**config.mk**
```make
export PLATFORM = sky130hd
export DESIGN_NAME = grid_feeder_flat
export DESIGN_NICKNAME = d
export VERILOG_FILES = /design/src/rtl/grid_feeder_if.sv /design/src/rtl/grid_feeder.sv /design/src/flat_wrapper.sv
export SDC_FILE = /design/constraint.sdc
export NUM_CORES = 1
export LEC_CHECK = 0
export ABC_CLOCK_PERIOD_IN_PS = 5300
export CORE_MARGIN = 4
export CORE_UTILIZATION = 35
export CTS_CLUSTER_SIZE = 8
export DETAILED_ROUTE_END_ITERATION = 10
export PLACE_DENSITY_LB_ADDON = 0.2
export REMOVE_ABC_BUFFERS = 1
export SLEW_MARGIN = 10
export SYNTH_ARGS = -nofsm -noshare
export SYNTH_HDL_FRONTEND = slang
export SYNTH_SLANG_ARGS = --single-unit
```
**constraint.sdc**
```tcl
create_clock -name clk -period 5.3 [get_ports clk]
set_input_delay 0.53 -clock clk [delete_from_list [all_inputs] [get_ports clk]]
set_output_delay 0.53 -clock clk [all_outputs]
set_load 0.1 [all_outputs]
```
**src/rtl/grid_feeder_if.sv**
```systemverilog
// rtl/grid_feeder_if.sv - control, memory-read and lane-output signals of the grid feeder
interface grid_feeder_if #(
    parameter int NUM_SIZE   = 16,
    parameter int GRID_SIZE  = 2,
    parameter int ADDR_WIDTH = 5
);
    logic                          start;
    logic [ADDR_WIDTH-1:0]         base_addr;
    logic [ADDR_WIDTH-1:0]         num_rows;
    logic                          mem_rd_en;
    logic [ADDR_WIDTH-1:0]         mem_addr;
    logic [NUM_SIZE-1:0]           mem_rd_data;
    logic [GRID_SIZE*NUM_SIZE-1:0] grid_data;
    logic [GRID_SIZE-1:0]          grid_valid;
    logic                          busy;
    logic                          done;

    modport master (
        output start, base_addr, num_rows, mem_rd_data,
        input  mem_rd_en, mem_addr, grid_data, grid_valid, busy, done
    );

    modport slave (
        input  start, base_addr, num_rows, mem_rd_data,
        output mem_rd_en, mem_addr, grid_data, grid_valid, busy, done
    );
endinterface

```
**src/rtl/grid_feeder.sv**
```systemverilog
// rtl/grid_feeder.sv - tile fetch buffer with diagonally skewed lane feed for a systolic grid
module grid_feeder #(
    parameter int NUM_SIZE   = 16,
    parameter int GRID_SIZE  = 2,
    parameter int ADDR_WIDTH = 5,
    parameter int MAX_ROWS   = 8
) (
    input  logic         clk,
    input  logic         rst,
    grid_feeder_if.slave bus
);
    localparam int TILE_N = MAX_ROWS * GRID_SIZE;
    localparam int IDX_W  = (TILE_N > 1) ? $clog2(TILE_N) : 1;
    localparam int CNT_W  = $clog2(TILE_N + GRID_SIZE + 1);
    localparam int KC_W   = $clog2(MAX_ROWS + 1);

    typedef enum logic [1:0] {S_IDLE, S_FETCH, S_FEED, S_DONE} state_t;

    state_t                        state_q, state_d;
    logic [ADDR_WIDTH-1:0]         base_q;
    logic [KC_W-1:0]               kc_q, kc_start;
    logic [CNT_W-1:0]              rd_idx, cap_idx, feed_t, n_words, feed_len;
    logic                          cap_valid;
    logic [NUM_SIZE-1:0]           tile [TILE_N];
    logic [GRID_SIZE*NUM_SIZE-1:0] lane_data;
    logic [GRID_SIZE-1:0]          lane_valid;

    assign kc_start = (bus.num_rows > ADDR_WIDTH'(MAX_ROWS)) ? KC_W'(MAX_ROWS) : KC_W'(bus.num_rows);
    assign n_words  = CNT_W'(kc_q) * CNT_W'(GRID_SIZE);
    assign feed_len = CNT_W'(kc_q) + CNT_W'(GRID_SIZE - 1);
    assign bus.busy = (state_q != S_IDLE);
    assign bus.done = (state_q == S_DONE);

    always_comb begin
        state_d = state_q;
        case (state_q)
            S_IDLE:  if (bus.start) state_d = (kc_start == '0) ? S_DONE : S_FETCH;
            S_FETCH: if (cap_valid && (cap_idx == n_words - CNT_W'(1))) state_d = S_FEED;
            S_FEED:  if (feed_t == feed_len) state_d = S_DONE;
            default: state_d = S_IDLE;
        endcase
    end

    // Lane i at feed step t carries tile row t-i, producing the diagonal skew.
    always_comb begin
        int r;
        r          = 0;
        lane_data  = '0;
        lane_valid = '0;
        for (int i = 0; i < GRID_SIZE; i++) begin
            r = int'(feed_t) - i;
            if (r >= 0 && r < int'(kc_q)) begin
                lane_valid[i]                     = 1'b1;
                lane_data[i*NUM_SIZE +: NUM_SIZE] = tile[IDX_W'(r * GRID_SIZE + i)];
            end
        end
    end

    always_ff @(posedge clk or posedge rst) begin
        if (rst) begin
            state_q        <= S_IDLE;
            base_q         <= '0;
            kc_q           <= '0;
            rd_idx         <= '0;
            cap_idx        <= '0;
            feed_t         <= '0;
            cap_valid      <= 1'b0;
            bus.mem_rd_en  <= 1'b0;
            bus.mem_addr   <= '0;
            bus.grid_data  <= '0;
            bus.grid_valid <= '0;
        end else begin
            state_q       <= state_d;
            cap_valid     <= 1'b0;
            bus.mem_rd_en <= 1'b0;
            case (state_q)
                S_IDLE: begin
                    rd_idx  <= '0;
                    cap_idx <= '0;
                    if (bus.start) begin
                        base_q <= bus.base_addr;
                        kc_q   <= kc_start;
                    end
                    if (state_d == S_FETCH) begin
                        bus.mem_rd_en <= 1'b1;
                        bus.mem_addr  <= bus.base_addr;
                        rd_idx        <= CNT_W'(1);
                    end
                end
                S_FETCH: begin
                    // Read data returns one cycle after the strobe, so capture trails issue by one.
                    cap_valid <= bus.mem_rd_en;
                    if (cap_valid) cap_idx <= cap_idx + CNT_W'(1);
                    if (rd_idx < n_words) begin
                        bus.mem_rd_en <= 1'b1;
                        bus.mem_addr  <= base_q + ADDR_WIDTH'(rd_idx);
                        rd_idx        <= rd_idx + CNT_W'(1);
                    end
                end
                default: ;
            endcase
            if (state_d == S_FEED) begin
                bus.grid_data  <= lane_data;
                bus.grid_valid <= lane_valid;
                feed_t         <= feed_t + CNT_W'(1);
            end else begin
                bus.grid_data  <= '0;
                bus.grid_valid <= '0;
                feed_t         <= '0;
            end
        end
    end

    always_ff @(posedge clk) begin
        if (cap_valid) tile[IDX_W'(cap_idx)] <= bus.mem_rd_data;
    end
endmodule

```
**src/flat_wrapper.sv**
```systemverilog
// flat-port wrapper written by rule: the top's interface ports become plain ports
module grid_feeder_flat 
#(
    parameter int NUM_SIZE   = 16,
    parameter int GRID_SIZE  = 2,
    parameter int ADDR_WIDTH = 5,
    parameter int MAX_ROWS   = 8
)
  (clk, rst, bus_start, bus_base_addr, bus_num_rows, bus_mem_rd_data, bus_mem_rd_en, bus_mem_addr, bus_grid_data, bus_grid_valid, bus_busy, bus_done);
  grid_feeder_if #(.NUM_SIZE(NUM_SIZE), .GRID_SIZE(GRID_SIZE), .ADDR_WIDTH(ADDR_WIDTH)) bus_i ();
  input  logic clk;
  input  logic rst;
  input wire logic [$bits(bus_i.start)-1:0] bus_start;
  input wire logic [$bits(bus_i.base_addr)-1:0] bus_base_addr;
  input wire logic [$bits(bus_i.num_rows)-1:0] bus_num_rows;
  input wire logic [$bits(bus_i.mem_rd_data)-1:0] bus_mem_rd_data;
  output wire logic [$bits(bus_i.mem_rd_en)-1:0] bus_mem_rd_en;
  output wire logic [$bits(bus_i.mem_addr)-1:0] bus_mem_addr;
  output wire logic [$bits(bus_i.grid_data)-1:0] bus_grid_data;
  output wire logic [$bits(bus_i.grid_valid)-1:0] bus_grid_valid;
  output wire logic [$bits(bus_i.busy)-1:0] bus_busy;
  output wire logic [$bits(bus_i.done)-1:0] bus_done;
  assign bus_i.start = bus_start;
  assign bus_i.base_addr = bus_base_addr;
  assign bus_i.num_rows = bus_num_rows;
  assign bus_i.mem_rd_data = bus_mem_rd_data;
  assign bus_mem_rd_en = bus_i.mem_rd_en;
  assign bus_mem_addr = bus_i.mem_addr;
  assign bus_grid_data = bus_i.grid_data;
  assign bus_grid_valid = bus_i.grid_valid;
  assign bus_busy = bus_i.busy;
  assign bus_done = bus_i.done;
  grid_feeder #(.NUM_SIZE(NUM_SIZE), .GRID_SIZE(GRID_SIZE), .ADDR_WIDTH(ADDR_WIDTH), .MAX_ROWS(MAX_ROWS)) u_core (.clk(clk), .rst(rst), .bus(bus_i));
endmodule
```
==> flow_summary.json <==
{
  "power_mw": 7.51,
  "required_ps": 5740,
  "hp-class": "primary input to async pin",
  "post-route-drc-count": 0,
  "fin_skew_ps": 17.7,
  "tightest_slew_ps": 1040,
  "synthToLayoutAreaGrowth_pct": 20.8,
  "critPathMaxFanout": 33,
  "ys_ff_latch": 323,
  "maxSlewViolCount": 0,
  "start_kind": "flop",
  "clockBufferDepth": 3,
  "path_clk_slew_ps": 60,
  "drtPass1Iterations": 4,
  "critPathArrivalTime_ps": 3870,
  "post-route-period-util_pct": 64.7,
  "cts_buffers": 46,
  "coreArea_um2": 35900,
  "fp.dieH_um": 200,
  "drtIter0Drc": 408,
  "core.rowCount": 69,
  "ys_warn_count": 0,
  "place.gp.congestion": 0.786,
  "die-width_um": 200,
  "synth_common_cells": "edfxtp_1 (256), dfrtp_1 (67), mux4_2 (64)",
  "status": "complete, no violations",
  "wire_per_inst_um": 21.9,
  "insertion_delay_ps": 540,
  "min_period_ps": 3430,
  "viasPerCell": 5.04,
  "via_count": 6623,
  "initial_core_util_pct": 35.8,
  "cts_resized": 0,
  "power_leakage_nw": 5.36,
  "synth_area_per_cell_um2": 18.2,
  "wl_mm": 28.8,
  "synth.most_common_cell": "edfxtp_1",
  "dp_hpwl_mm": 17.0,
  "cpMaxStageDelayCell": "dfrtp_4",
  "synth_cell_types": 52,
  "post-synth-top-area-fraction_pct": 59.7,
  "grt_first_pass_wirelength_mm": 43.8,
  "fin_area_um2": 15500,
  "async_reset_ff_share_pct": 20.7,
  "finalHoldViolCount": 0,
  "synth_area_leaders": "edfxtp_1 (60%), dfrtp_1 (13%), mux4_2 (11%), ha_1 (2.3%), nand2_1 (1.6%)",
  "pre_cts_ws_ps": 1740,
  "peakVddDrop_uv": 226,
  "slowest_delay_ps": 730,
  "root_buffer": "clkbuf_16",
  "grt_pass1_vias": 7211,
  "setup_viol": 0,
  "cp_top_family": "flip-flops",
  "synth_seq_area_share_pct": 72.8,
  "path_class": "flop to flop",
  "powerDensity_nw_per_um2": 483,
  "ctsHoldBuffers": 0,
  "slew-limit-headroom_pct": 30.4,
  "cp_num_buf_inv": 3,
  "cts_sinks": 323,
  "end_kind": "flop",
  "maxCapViolCount": 0,
  "io_pins": 71,
  "grt.overflow.total": 0,
  "worst_slack_ps": 1870,
  "utilization_pct": 43.3,
  "port_buffers": 70,
  "drive_above_1_share_pct": 19.4,
  "netlist.top_cell.by_area": "edfxtp_1",
  "grt.total_usage_pct": 14.6,
  "syn_area_um2": 12900,
  "rsz0062_at_grt": "false",
  "timing.fmax_ghz": 0.291,
  "placed_area_um2": 14200,
  "antenna_found_initial": 0,
  "path_cells": "inv_1 > ha_1 > buf_4 > inv_1 > ha_1 > nor2b_1 > o21ai_0 > nand2b_1 > a211oi_1 > nand3_2 > a21oi_1",
  "nets": 868,
  "ant_nets": 0,
  "synth_cells": 707,
  "ys.flop_type": "edfxtp_1",
  "synth_edf_count": 256,
  "grt_max_degree": 48,
  "h-tree-depth": 2,
  "die_area_um2": 39900,
  "cts_setup_buffers": 0,
  "cts_tree": "done"
}
-- metal layers --
| metal | vias to the layer above | GRT usage [%] | wire, um |
|---|---|---|---|
| met4 | 0 | 3.85 | 553 |
| met3 | 47 | 2.69 | 1270 |
| li1 | 2949 | - | - |
| met1 | 3459 | 19.4 | 12500 |
| met5 | - | 0 | 0 |
| met2 | 168 | 24.9 | 14400 |
-- kinds of logic after synthesis --
| logic type | synth area share [%] |
|---|---|
| buffers and inverters | 1.82 |
| adder cells (fa/ha/maj) | 2.49 |
| multiplexers | 13.8 |
| XOR/XNOR | 1.34 |
| AO/OA/AOI/OAI | 3.11 |
| AND/OR/NAND/NOR | 4.69 |
| flip-flops | 72.8 |
-- layout make-up --
class                           count  area (um2)
Timing Repair Buffer               91         858
Tap cell                          461         577
Sequential cell                   323        9370
Multi-Input combinational cell    328        3300
Clock inverter                      4        63.8
Inverter                           24        91.3
Clock buffer                       81        1290
Antenna cell                        1        2.50
Fill cell                        3138       20400
-- through the flow --
step | hold WS [ps] | instances | TNS [ps]
final | 372 | 1313 | 0
after global routing | 446 | 1312 | 0
after CTS | 387 | 1312 | 0
after detailed placement | 505 | 1227 | 0
after global placement | 495 | 1227 | 0
after floorplan | 471 | 675 | -2400
-- power by group --
part | internal, mW | switching [mW]
combinational | 0.611 | 0.913
sequential | 3.09 | 0.192
clock | 1.65 | 1.05
total | 5.35 | 2.16
-- cell usage in the layout (no fill, tap or decap), types with 9 or more instances in the layout --
cell type,synthesis,layout
edfxtp_1,256,256
clkdlybuf4s50_1,0,70
dfrtp_1,67,66
mux4_2,64,64
nand2_1,54,54
clkbuf_16,0,46
nor2_1,38,38
clkbuf_1,11,34
ha_1,24,24
a21oi_1,23,23
buf_4,0,21
mux2i_1,20,20
inv_1,20,19
o21ai_0,11,11
xnor2_1,10,10
nand3_1,9,9
-- path summary, 6_finish.rpt --
check                                                    from                                 end  slack [ps]  cells past startpoint
max reg2reg                        u_core.feed_t[0]$_DFF_PP0_  u_core.bus.grid_data[22]$_DFF_PP0_        1870                     11
max in group asynchronous                                 rst  u_core.bus.grid_data[27]$_DFF_PP0_        3890                      3
min reg2reg                u_core.bus.mem_addr[1]$_DFFE_PP0P_  u_core.bus.mem_addr[1]$_DFFE_PP0P_         510                      1
max                                u_core.feed_t[0]$_DFF_PP0_  u_core.bus.grid_data[22]$_DFF_PP0_        1870                     11
min                                                       rst  u_core.bus.mem_addr[1]$_DFFE_PP0P_         370                      2
min in group clk           u_core.bus.mem_addr[1]$_DFFE_PP0P_  u_core.bus.mem_addr[1]$_DFFE_PP0P_         510                      1
-- sequential cells by signal, indices dropped and copies added (netlist names) --
signal                 flops
u_core.bus.grid_data      32
u_core.bus.mem_addr        5
u_core.cap_idx             5
u_core.base_q              5
u_core.kc_q                4
u_core.feed_t              5
u_core.state_q             2
u_core.tile              256
u_core.rd_idx              5
u_core.cap_valid           1
u_core.bus.mem_rd_en       1
u_core.bus.grid_valid      2
Power figures use the tool's default switching activity.
